File: config.mk
export PLATFORM = sky130hd
export DESIGN_NAME = alien_zigzag_ctrl
export DESIGN_NICKNAME = d
export VERILOG_FILES = /design/src/rtl/alien_zigzag_ctrl.sv
export SDC_FILE = /design/constraint.sdc
export NUM_CORES = 1
export LEC_CHECK = 0
export BUFFER_PORTS_ARGS = -buffer_cell sky130_fd_sc_hd__buf_4
export CAP_MARGIN = 15
export CORE_MARGIN = 5
export CORE_UTILIZATION = 57
export DETAILED_ROUTE_END_ITERATION = 16
export PLACE_DENSITY = 0.88
export SLEW_MARGIN = 5
export SYNTH_ARGS = -nofsm -noshare
export SYNTH_HDL_FRONTEND = slang
export SYNTH_SLANG_ARGS = --single-unit
File: constraint.sdc
create_clock -name clk -period 2.95 [get_ports clk]
set_clock_uncertainty 0.05 [all_clocks]
set_input_delay 0.59 -clock clk [delete_from_list [all_inputs] [get_ports clk]]
set_output_delay 0.59 -clock clk [all_outputs]
set_load 0.005 [all_outputs]
File: src/rtl/alien_zigzag_ctrl.sv
// Alien formation zigzag controller: marches the formation sideways on a tick timebase,
// steps down at each wall, speeds up as aliens die and freezes on victory or defeat.
module alien_zigzag_ctrl #(
   parameter int PERIOD_INIT = 50,
   parameter int PERIOD_MIN  = 4,
   parameter int PERIOD_DEC  = 1,
   parameter int DOWN_STEPS  = 1
) (
   input  logic       clk,
   input  logic       reset,
   input  logic       tick,
   input  logic       canLeft,
   input  logic       canRight,
   input  logic       killingAlien,
   input  logic       victory,
   input  logic       defeat,
   output logic [2:0] motion,
   output logic [7:0] period,
   output logic       halted
);

   typedef enum logic [1:0] {
      MOVE_RIGHT,
      MOVE_LEFT,
      DESCEND,
      HALT
   } stateT;

   localparam logic [2:0] MOT_NONE  = 3'd0;
   localparam logic [2:0] MOT_LEFT  = 3'd1;
   localparam logic [2:0] MOT_RIGHT = 3'd2;
   localparam logic [2:0] MOT_DOWN  = 3'd3;

   localparam logic [7:0] INIT_PERIOD  = 8'(PERIOD_INIT);
   localparam logic [8:0] MIN_PERIOD   = 9'(PERIOD_MIN);
   localparam logic [8:0] DEC_PERIOD   = 9'(PERIOD_DEC);
   localparam logic [3:0] DESCEND_LOAD = 4'(DOWN_STEPS - 1);
   localparam stateT      AFTER_RIGHT  = (DOWN_STEPS == 1) ? MOVE_LEFT : DESCEND;
   localparam stateT      AFTER_LEFT   = (DOWN_STEPS == 1) ? MOVE_RIGHT : DESCEND;

   stateT       state, stateNext;
   logic        nextDir, nextDirNext;
   logic [7:0]  counter, counterNext;
   logic [3:0]  descCnt, descCntNext;
   logic [7:0]  periodNext;
   logic [2:0]  motionNext;
   logic [8:0]  periodWide;
   logic        stepEvent;

   assign periodWide = {1'b0, period};
   // Comparing with >= lets a period that shrinks below the running count fire on the next tick.
   assign stepEvent  = tick && (counter >= (period - 8'd1));
   assign halted     = (state == HALT);

   // State register and all controller bookkeeping.
   always_ff @(posedge clk or negedge reset) begin
      if (!reset) begin
         state   <= MOVE_RIGHT;
         nextDir <= 1'b0;
         counter <= 8'd0;
         descCnt <= 4'd0;
         period  <= INIT_PERIOD;
         motion  <= MOT_NONE;
      end else begin
         state   <= stateNext;
         nextDir <= nextDirNext;
         counter <= counterNext;
         descCnt <= descCntNext;
         period  <= periodNext;
         motion  <= motionNext;
      end
   end

   // Next-state logic: halt requests win over everything, the kill update uses the
   // period seen by this cycle's step decision, and walls are only looked at on a step.
   always_comb begin
      stateNext   = state;
      nextDirNext = nextDir;
      counterNext = counter;
      descCntNext = descCnt;
      periodNext  = period;
      motionNext  = MOT_NONE;

      if (state != HALT) begin
         if (victory || defeat) begin
            stateNext = HALT;
         end else begin
            if (killingAlien) begin
               if (periodWide >= (MIN_PERIOD + DEC_PERIOD)) begin
                  periodNext = 8'(periodWide - DEC_PERIOD);
               end else begin
                  periodNext = 8'(MIN_PERIOD);
               end
            end

            if (tick) begin
               if (stepEvent) begin
                  counterNext = 8'd0;
                  unique case (state)
                     MOVE_RIGHT: begin
                        if (canRight) begin
                           motionNext = MOT_RIGHT;
                        end else begin
                           motionNext  = MOT_DOWN;
                           nextDirNext = 1'b1;
                           descCntNext = DESCEND_LOAD;
                           stateNext   = AFTER_RIGHT;
                        end
                     end
                     MOVE_LEFT: begin
                        if (canLeft) begin
                           motionNext = MOT_LEFT;
                        end else begin
                           motionNext  = MOT_DOWN;
                           nextDirNext = 1'b0;
                           descCntNext = DESCEND_LOAD;
                           stateNext   = AFTER_LEFT;
                        end
                     end
                     DESCEND: begin
                        motionNext  = MOT_DOWN;
                        descCntNext = descCnt - 4'd1;
                        if (descCnt <= 4'd1) begin
                           descCntNext = 4'd0;
                           stateNext   = nextDir ? MOVE_LEFT : MOVE_RIGHT;
                        end
                     end
                     default: begin
                        motionNext = MOT_NONE;
                     end
                  endcase
               end else begin
                  counterNext = counter + 8'd1;
               end
            end
         end
      end
   end

endmodule

Word-level counts from Yosys, hierarchy flattened
Cells that the tools add are included.
Widths: inputs -> output; s select.
{"block": "totals", "output_inout_bits": 12, "elab_cells": 60, "ff_bits": 26, "input_bits": 8}
{"block": "op_classes", "order_cmp": 3, "bitwise_logic": 1, "addsub": 4, "n_mux": 24, "n_reduce_logical": 13, "eq_ne": 9}
{"op": "$reduce_and 7->1", "n": 3}
{"op": "$mux 8", "n": 2}
{"op": "$sub 8x1->8 const B", "n": 2}
{"op": "$mux 2", "n": 7}
{"op": "$mux 3", "n": 4}
{"op": "$mux 4", "n": 3}
{"op": "$pmux 4 s3", "n": 1}
{"op": "$ne 3x3->1 const B", "n": 3}
{"op": "$pmux 3 s3", "n": 1}
{"op": "$add 8x1->8 const B", "n": 1}
{"op": "$ge 8x3->1 const B", "n": 1}
{"op": "$ge 8x8->1", "n": 1}
{"op": "$ne 2x2->1 const B", "n": 3}
{"op": "$pmux 2 s3", "n": 1}
{"op": "$reduce_and 3->1", "n": 2}
{"op": "$reduce_bool 2->1", "n": 3}
{"op": "$eq 2x2->1 const B", "n": 2}
{"op": "$le 4x1->1 const B", "n": 1}
{"op": "$mux 1", "n": 4}
{"op": "$reduce_bool 4->1", "n": 1}
{"op": "$sub 4x1->4 const B", "n": 1}
{"op": "$reduce_bool 3->1", "n": 1}
{"op": "$eq 2x1->1 const B", "n": 1}
{"op": "$logic_not 2->1", "n": 1}
{"op": "4 further kinds", "n": 4}

Logic depth before layout (Yosys ltp)
{"block": "logic_depth", "depth_word": 7, "mapped_depth": 11, "mapped_depth_nobuf": 11}

Worst setup path before layout
Ideal clock, no wire load.
{"block": "synth_timing", "kind": "register to register", "from": "register period[3]", "to": "register descCnt[2]", "required_ns": 2.778, "path_slack_ns": 0.455, "synth_period_minus_slack_ns": 2.495, "arrival_time_ns": 2.323, "setup_time_ns": 0.122, "n_path_buf": 1, "stages_incl_launch_ff": 11, "cell_sequence": "dfrtp_1 clkbuf_1 nor4_1 nand2_1 xor2_1 ha_1 a21oi_1 o21ai_0 o2111a_1 or2_4 a32o_1"}
{"block": "synth_via", "elab_chain_cells": 4}
{"element": "start, declared", "line_no": "18", "source": "output logic [7:0] period,"}
{"element": "start signal, assigned", "line_no": "69", "source": "period <= periodNext;"}
{"element": "$sub 8x1->8", "line_no": "52", "source": "assign stepEvent = tick && (counter >= (period - 8'd1));"}
{"element": "$ge 8x8->1", "line_no": "52"}
{"element": "$logic_and 1x1->1", "line_no": "52"}
{"element": "$reduce_and 7->1 (no source line)"}
{"element": "end signal, assigned", "line_no": "68", "source": "descCnt <= descCntNext;"}
{"element": "end, declared", "line_no": "44", "source": "logic [3:0] descCnt, descCntNext;"}
Every way passes these cells.
A chain may end at the register's enable or synchronous reset.

Worst setup path after layout
{"block": "layout_timing", "from": "register period[0]", "to": "register descCnt[3]"}
The elaborated chain is that of the path after synthesis.

==> reports/metrics.cfg <==
[drt]
first_pass_iters=4
viasPerCell=6.295
wl_per_cell_um=16.61
vias=1410
wl_um=3721
ant_nets=0
drt_iter0_markers=89
drc=0

[power]
swShare_pct=44.81
pwr-share-comb_pct=56.5
seqPwrFrac_pct=33.7
p_clk_share_pct=9.8
switchingPower_w=0.0007293
p_per_area_mw_per_mm2=885.4
p_leak_nw=0.8668
p_int_w=0.0008981
vdd_drop_max_v=0.0006414

[clocking]
cts_resized=0
cts.clk_slew.worst_paths_ns=0.15
clock_latency_ns=0.33
clock-root-buffer=clkbuf_4
clock_path_buffers=2
post_cts_buffers=0
clkSinkCount=25
cts_hold_buf=0
cts_tree=built
cts-htree-levels=1
cts_buffers=3

[yosys]
ys_top_cells_by_area=dfrtp_1 (34%), ha_1 (13%), o21ai_0 (4.9%)
synth_seq_cells=25
synthArstFlopShare_pct=100.0
synth_cell_types=45
yosysWarnings=0
yosysSeqAreaShare_pct=38.78
syn-num-nets=197
synth_top_area_cell=dfrtp_1
yosys.area.top_type_share_pct=33.92
syn_area_per_cell_um2=9.435
synth-edff-count=0
synth_cells=172
synthFlopType=dfrtp_1
syn_area_mm2=0.001623

[floorplanning]
coreArea_mm2=0.002734
die_width_um=63.36
die_h_um=63.36
rows=19
dieArea_mm2=0.004014
io_pins=20
start_util_pct=59.36

[critical_path]
worst_ep_arrival_time_ns=2.95
required_ns=3.12
r2r_cells=11
rr_startpoint=period[0]
r2r_end=descCnt[3]
end_kind=register
r2r_slack_ns=0.17
critical_path_peak_fanout=6
start_kind=register
crit_type=reg2reg

[global_route]
grt_start_max_net_pins=26
track_usage_pct=19.73
antenna_found_initial=0
grt_pass1_vias=1391
grt_pass1_wl_um=6479
grt-ovfl-total=0

[timing]
drv_slew=0
min_period_over_period_pct=94.16
min_period_ns=2.778
hold_violations=0
tightest_slew_ns=0.6764
maxSlewHeadroom_pct=54.56
worst_slack_ns=0.1723
whs_ns=0.07681
fmax_mhz=360.0
setup_violations=0
finalSetupTns_ns=0

[finish]
diodes=0
drive_gt1_share_pct=19.17
finalNetCount=219
finalInstanceArea_mm2=0.001838
fillers=217
area_growth_pct=13.26
fin_cells=224

[place]
dpl_cell_area_mm2=0.001793
place.gp.congestion=0.8720
placed_cells=220
io_buffers=18
dp_worst_setup_slack_ns=0.1521
place_hpwl_um=2822

[worst_hold_path]
hp-class=in2async

[flow_run]
drv_cap=0

[outcome]
status=finished, final reports clean

per-layer routing:
metal	GRT usage (%)	up-vias	wire (µm)
li1	-	669	-
met1	25.65	683	1659
met2	33.38	49	1814
met3	2.842	9	191
met4	6.494	0	56
met5	0	-	0
logic make-up after synthesis:
| logic type | after synthesis | share of synthesized area, % |
|---|---|---|
| buffers and inverters | 14 | 3.469 |
| AND/OR/NAND/NOR | 60 | 19.89 |
| flip-flops | 25 | 38.78 |
| XOR/XNOR | 6 | 3.238 |
| adder cells (fa/ha/maj) | 17 | 13.11 |
| AO/OA/AOI/OAI | 47 | 20.05 |
| multiplexers | 2 | 1.234 |
| other | 1 | 0.2311 |
layout make-up:
type	instances	area [µm²]	share of cell area, %
Timing Repair Buffer	19	142.6	7.760
Inverter	12	45.04	2.451
Sequential cell	25	630.6	34.31
Multi-Input combinational cell	133	953.4	51.87
Tap cell	31	38.79	2.110
Clock inverter	1	5.005	0.2723
Clock buffer	3	22.52	1.225
sequential cells by signal, indices dropped and copies added, names as in the netlist:
register,cells
counter,8
period,8
descCnt,4
motion,2
state,2
nextDir,1
worst max-delay path, cell delays in order (launching register included):
cell	delay, ns
dfrtp_2	0.48
inv_1	0.10
ha_1	0.21
nand2b_1	0.11
nor4_2	0.21
xnor2_1	0.14
ha_1	0.31
nand4_1	0.17
nor4_2	0.26
and4_4	0.28
o21ai_0	0.12
a32o_1	0.23
through the flow:
stage | util (%) | power (W)
floorplan | - | 0.001154
CTS | 66.59 | 0.001600
global route | 67.23 | 0.001777
finish | 67.23 | 0.001627
detailed placement | 65.58 | 0.001442
global placement | 65.58 | 0.001377
Yosys cell counts, types with 3 or more instances:
master / instances
a21o_1: 3
a21oi_1: 6
and3_1: 3
dfrtp_1: 22
dfstp_2: 3
ha_1: 17
inv_1: 12
nand2_1: 16
nand2b_1: 7
nand3_1: 5
nor2_1: 11
nor3_1: 3
nor4_1: 4
o21ai_0: 16
o2bb2ai_1: 4
xnor2_1: 4
power groups by stage:
stage	Sequential, W	Clock, W	Combinational, W
after floorplan	0.000520	0	0.000634
after detailed placement	0.000549	0	0.000893
after global placement	0.000540	0	0.000837
after global routing	0.000569	0.000174	0.00103
final	0.000549	0.000159	0.000920
after CTS	0.000543	0.000159	0.000899
worst max-delay path by stage:
| stage | start | to | slack, ns | cells after the start |
|---|---|---|---|---|
| floorplan | period[3] | descCnt[2] | 0.46 | 10 |
| global placement | period[0] | descCnt[3] | 0.39 | 11 |
| detailed placement | period[0] | descCnt[3] | 0.15 | 11 |
| CTS | period[0] | descCnt[3] | 0.10 | 11 |
| global route | period[0] | descCnt[3] | -0.04 | 11 |
| finish | period[0] | descCnt[3] | 0.17 | 11 |
cells in the final DEF, fill, tap and decap left out, types with 2 or more instances in the layout:
cell / netlist / layout
dfrtp_1: 22 / 21
buf_4: 1 / 19
ha_1: 17 / 17
nand2_1: 16 / 16
o21ai_0: 16 / 15
inv_1: 12 / 12
nor2_1: 11 / 11
nand2b_1: 7 / 7
a21oi_1: 6 / 5
nand3_1: 5 / 5
xnor2_1: 4 / 4
o2bb2ai_1: 4 / 4
nor3_1: 3 / 3
and3_1: 3 / 3
a21o_1: 3 / 3
clkbuf_4: 0 / 3
dfstp_2: 3 / 3
nor4_1: 4 / 2
xor2_1: 2 / 2
nor4_2: 0 / 2
nand2b_4: 2 / 2
a21oi_2: 1 / 2
a41oi_1: 2 / 2
o311ai_1: 2 / 2
a32o_1: 2 / 2
nor2b_1: 2 / 2
mux2i_1: 2 / 2
(Power assumes the default switching activity.)
